### config.mk
export PLATFORM = sky130hd
export DESIGN_NAME = ret_stack
export DESIGN_NICKNAME = d
export VERILOG_FILES = /design/src/rtl/d16_pkg.sv /design/src/rtl/stack_ram.sv /design/src/rtl/ret_stack.sv
export SDC_FILE = /design/constraint.sdc
export NUM_CORES = 1
export LEC_CHECK = 0
export BUFFER_PORTS_ARGS = -buffer_cell sky130_fd_sc_hd__buf_2
export CAP_MARGIN = 20
export CORE_MARGIN = 2
export CORE_UTILIZATION = 60
export CTS_CLUSTER_SIZE = 16
export DETAILED_ROUTE_END_ITERATION = 10
export GPL_ROUTABILITY_DRIVEN = 0
export GPL_TIMING_DRIVEN = 0
export PLACE_DENSITY = 0.79
export SETUP_SLACK_MARGIN = 0.1
export SYNTH_ARGS = -nofsm -noshare
export SYNTH_HDL_FRONTEND = slang
export SYNTH_SLANG_ARGS = --single-unit
### constraint.sdc
create_clock -name clk -period 6.12 [get_ports clk]
set_clock_uncertainty 0.15 [all_clocks]
set_input_delay 1.224 -clock clk [delete_from_list [all_inputs] [get_ports clk]]
set_output_delay 1.224 -clock clk [all_outputs]
set_load 0.01 [all_outputs]
### src/rtl/d16_pkg.sv
// Shared constants and operation decode for the return-address stack.
package d16_pkg;

    localparam int WIDTH_DEF = 16;
    localparam int DEPTH_DEF = 8;
    localparam int ADDR_W    = $clog2(DEPTH_DEF);

    typedef enum logic [1:0] {
        OP_NONE = 2'd0,
        OP_PUSH = 2'd1,
        OP_POP  = 2'd2,
        OP_REPL = 2'd3
    } op_e;

    // A simultaneous push/pop on an empty stack behaves as a plain push.
    function automatic op_e decode_op(input logic push, input logic pop, input logic empty);
        op_e op;
        op = OP_NONE;
        if (push && pop) begin
            op = empty ? OP_PUSH : OP_REPL;
        end else if (push) begin
            op = OP_PUSH;
        end else if (pop) begin
            op = OP_POP;
        end
        return op;
    endfunction

endpackage

### src/rtl/stack_ram.sv
// Stack storage: one synchronous write port, one asynchronous read port, no reset.
module stack_ram #(
    parameter int WIDTH = 16,
    parameter int DEPTH = 8,
    parameter int AW    = $clog2(DEPTH)
) (
    input  logic             clk,
    input  logic             we,
    input  logic [AW-1:0]    waddr,
    input  logic [WIDTH-1:0] wdata,
    input  logic [AW-1:0]    raddr,
    output logic [WIDTH-1:0] rdata
);

    logic [WIDTH-1:0] mem [DEPTH];

    always_ff @(posedge clk) begin
        if (we) begin
            mem[waddr] <= wdata;
        end
    end

    assign rdata = mem[raddr];

endmodule

### src/rtl/ret_stack.sv
// Circular return-address stack with registered top, count and sticky error flags.
module ret_stack
    import d16_pkg::*;
#(
    parameter int WIDTH = WIDTH_DEF,
    parameter int DEPTH = DEPTH_DEF
) (
    input  logic                     clk,
    input  logic                     rst_n,
    input  logic                     clr,
    input  logic                     push,
    input  logic [WIDTH-1:0]         push_data,
    input  logic                     pop,
    output logic [WIDTH-1:0]         top,
    output logic                     top_valid,
    output logic [$clog2(DEPTH):0]   count,
    output logic                     overflow,
    output logic                     underflow
);

    localparam int AW = $clog2(DEPTH);
    localparam int CW = AW + 1;

    logic [AW-1:0]    ptr_q, ptr_d;
    logic [CW-1:0]    count_q, count_d;
    logic [WIDTH-1:0] top_q, top_d;
    logic             ovf_q, ovf_d;
    logic             udf_q, udf_d;

    logic             wr_en;
    logic [AW-1:0]    wr_addr;
    logic [WIDTH-1:0] rd_data;
    logic             empty, full;
    op_e              op;

    assign empty = (count_q == '0);
    assign full  = (count_q == CW'(DEPTH));
    assign op    = decode_op(push, pop, empty);

    // ptr_q is the next free slot; the entry below the top sits two slots back.
    stack_ram #(
        .WIDTH (WIDTH),
        .DEPTH (DEPTH),
        .AW    (AW)
    ) u_ram (
        .clk   (clk),
        .we    (wr_en),
        .waddr (wr_addr),
        .wdata (push_data),
        .raddr (ptr_q - AW'(2)),
        .rdata (rd_data)
    );

    always_comb begin
        ptr_d   = ptr_q;
        count_d = count_q;
        top_d   = top_q;
        ovf_d   = ovf_q;
        udf_d   = udf_q;
        wr_en   = 1'b0;
        wr_addr = ptr_q;
        if (clr) begin
            ptr_d   = '0;
            count_d = '0;
            top_d   = '0;
            ovf_d   = 1'b0;
            udf_d   = 1'b0;
        end else begin
            case (op)
                OP_PUSH: begin
                    wr_en   = 1'b1;
                    ptr_d   = ptr_q + AW'(1);
                    count_d = full ? count_q : count_q + CW'(1);
                    top_d   = push_data;
                    if (full) ovf_d = 1'b1;
                    if (pop)  udf_d = 1'b1;
                end
                OP_REPL: begin
                    wr_en   = 1'b1;
                    wr_addr = ptr_q - AW'(1);
                    top_d   = push_data;
                end
                OP_POP: begin
                    if (empty) begin
                        udf_d = 1'b1;
                    end else begin
                        ptr_d   = ptr_q - AW'(1);
                        count_d = count_q - CW'(1);
                        top_d   = (count_q == CW'(1)) ? '0 : rd_data;
                    end
                end
                default: ;
            endcase
        end
    end

    always_ff @(posedge clk or negedge rst_n) begin
        if (!rst_n) begin
            ptr_q   <= '0;
            count_q <= '0;
            top_q   <= '0;
            ovf_q   <= 1'b0;
            udf_q   <= 1'b0;
        end else begin
            ptr_q   <= ptr_d;
            count_q <= count_d;
            top_q   <= top_d;
            ovf_q   <= ovf_d;
            udf_q   <= udf_d;
        end
    end

    assign top       = top_q;
    assign top_valid = (count_q != '0);
    assign count     = count_q;
    assign overflow  = ovf_q;
    assign underflow = udf_q;

endmodule

==> metrics.yaml <==
postCtsSetupBuffers: 0
drt_iter0_markers: 456
rsz0062_at_grt: "no"
place_hpwl_um: 8611
worstMarginPinSlew_ns: 0.9846
rows: 37
cpPeakStageDelay_ns: 0.70
numCtsBuffers: 17
grt_pass1_vias: 3785
detail-route-antenna-nets: 0
grt_pass1_wl_um: 21810
drt_wl_total_um: 14340
ir_drop_mv: 0.2072
synth_nets: 375
crit_start: "ptr_q[0]"
ctsHoldBuffers: 0
final_max_slew_viol_count: 0
start_util_pct: 61.12
critPathBufInv: 5
synth-edff-count: 128
finalSetupTns_ns: 0
ys_types: 40
dieArea_um2: 11260
die_h_um: 106.1
synth-seq-cells: 153
yosys_warnings: 0
synth.top_cell.area_share_pct: 61.46
vias: 3725
maxCapViolCount: 0
setup_violations: 0
use_met3_pct: 6.928
crit_family: "buffers and inverters"
finalHoldViolations: 0
use_met1_pct: 36.13
drive_gt1_share_pct: 33.18
crit_type: "reg2reg"
routed_via_density: 6.535
yosysTopAreaCell: "edfxtp_1"
cp.depth: 10
synthTopCellsByArea: "edfxtp_1 61%, mux4_2 12%, dfrtp_1 10%"
cts.sinks: 153
track_usage_pct: 27.42
port_buffers: 43
fin_nets: 448
cp-end-kind: "flop"
relSlewSlack_pct: 34.00
crit_path_cell_trace: "buf_2, buf_2, inv_1, ha_1, clkbuf_1, or3_1, nor3_1, nor3_1, nor3_2, buf_6"
overflow: 0
synth_area_um2: 6253
period_needed_ns: 3.811
required_ns: 6.20
cts_buffer_depth: 2
p_per_area_nw_per_um2: 391.5
top_usage_layer: "met2"
endpoint: "u_ram.mem[3][0]"
firstDrtPassIters: 5
cp_slowest_cell: "nor3_2"
netlist_instances: 348
leakagePower_nw: 2.615
total_power_mw: 2.893
timing.rr.start: "ptr_q[0]"
clk_pin_slew_ns: 0.06
fin_util_pct: 72.21
n_fill_cell: 620
wl_per_cell_um: 25.16
cts_root_buffer: "clkbuf_8"
ff2ff_path_depth: 10
synth_ff_type: "edfxtp_1"
diodes: 0
grt_max_degree: 26
antenna_found_initial: 0
cts_tree: "built"
area_delta_synth_final_pct: 18.15
drc: 0
ys_seq_area_share_pct: 71.47
status: "finished, final reports clean"
use_met2_pct: 43.59
fin_crit_sh_pct: 62.27
coreArea_um2: 10230
cts-htree-levels: 4
max_freq_mhz: 262.4
avgSynthCellArea_um2: 17.97
cts_resized: 0
holdWs_ns: 0.3492
ys_async_sr_fraction_pct: 16.34
synth_most_common_cell: "edfxtp_1"
start_kind: "flop"
reg2reg_slack_ns: 2.31
dieWidth_um: 106.1
hold_path.class: "reg2reg"
worstReg2RegEnd: "u_ram.mem[3][0]"
ioPinCount: 44
crit_arrival_ns: 3.89
yosys-top-cells-count: "128 x edfxtp_1, 32 x a22oi_1, 32 x mux4_2, 25 x dfrtp_1, 20 x nand2_1"
worstPathMaxFanout: 10
insertion_delay_ns: 0.53
## worst min path at each step
stage | to | slack (ns) | cells after the start | startpoint
after detailed placement | top[9] | 0.33 | 2 | top[9]
after floorplan | underflow | 0.38 | 2 | underflow
after CTS | overflow | 0.36 | 2 | overflow
final | underflow | 0.35 | 2 | underflow
after global placement | underflow | 0.33 | 2 | underflow
after global routing | underflow | 0.38 | 2 | underflow
## placed cells by master (no fill, tap or decap), types with 6 or more instances in the layout
cell type,synthesis,final
buf_2,11,54
edfxtp_1,128,128
clkbuf_1,9,9
nor2_1,6,6
a22oi_1,32,32
dfrtp_1,25,25
mux4_2,32,32
nor3_2,0,8
nor3_1,15,7
clkbuf_16,0,16
buf_6,0,10
ha_1,6,6
nand2_1,20,20
## flip-flops by register name, summed over array words and instances, names as in the netlist
| register | cells |
|---|---|
| u_ram.mem | 128 |
| top | 16 |
| count | 4 |
| ptr_q | 3 |
| overflow | 1 |
| underflow | 1 |
## worst register-to-register path, delay by kind of cell, from the launching register on
family	cells	cell delay, ns
buf+inv	5	1.35
simple gates	4	1.34
flops	1	0.36
fa+ha+maj	1	0.31
## area by class of cell
cell class	instances	area, µm²	area share, %
Tap cell	136	170.2	2.303
Clock inverter	15	167.7	2.269
Multi-Input combinational cell	168	1709	23.13
Sequential cell	153	4469	60.49
Inverter	6	22.52	0.3048
Timing Repair Buffer	54	342.8	4.640
Buffer	21	92.59	1.253
Clock buffer	17	414.1	5.605
## cell families after synthesis
kind of cell	Yosys count	synth area share, %
adder cells (fa/ha/maj)	6	1.200
flip-flops	153	71.47
buffers and inverters	27	1.841
AND/OR/NAND/NOR	66	5.622
multiplexers	35	12.04
AO/OA/AOI/OAI	57	7.263
XOR/XNOR	4	0.5603
## through the flow
step	setup slack, ns	cell area [µm²]	std cells
detailed placement	2.308	6807	538
finish	2.309	7388	570
global placement	0.9064	6639	527
CTS	2.247	7388	570
global route	2.113	7388	570
floorplan	2.375	6254	348
## per-layer routing
layer  vias to the layer above  wire length, µm
met5                         -                0
met4                         0              449
met3                        31             1125
met2                       196             7256
met1                      1930             5509
li1                       1568                -
## power breakdown
group / internal (mW) / switching (mW)
clock: 0.588 / 0.428
combinational: 0.248 / 0.363
sequential: 1.22 / 0.0464
total: 2.06 / 0.837
Power figures use the tool's default switching activity.
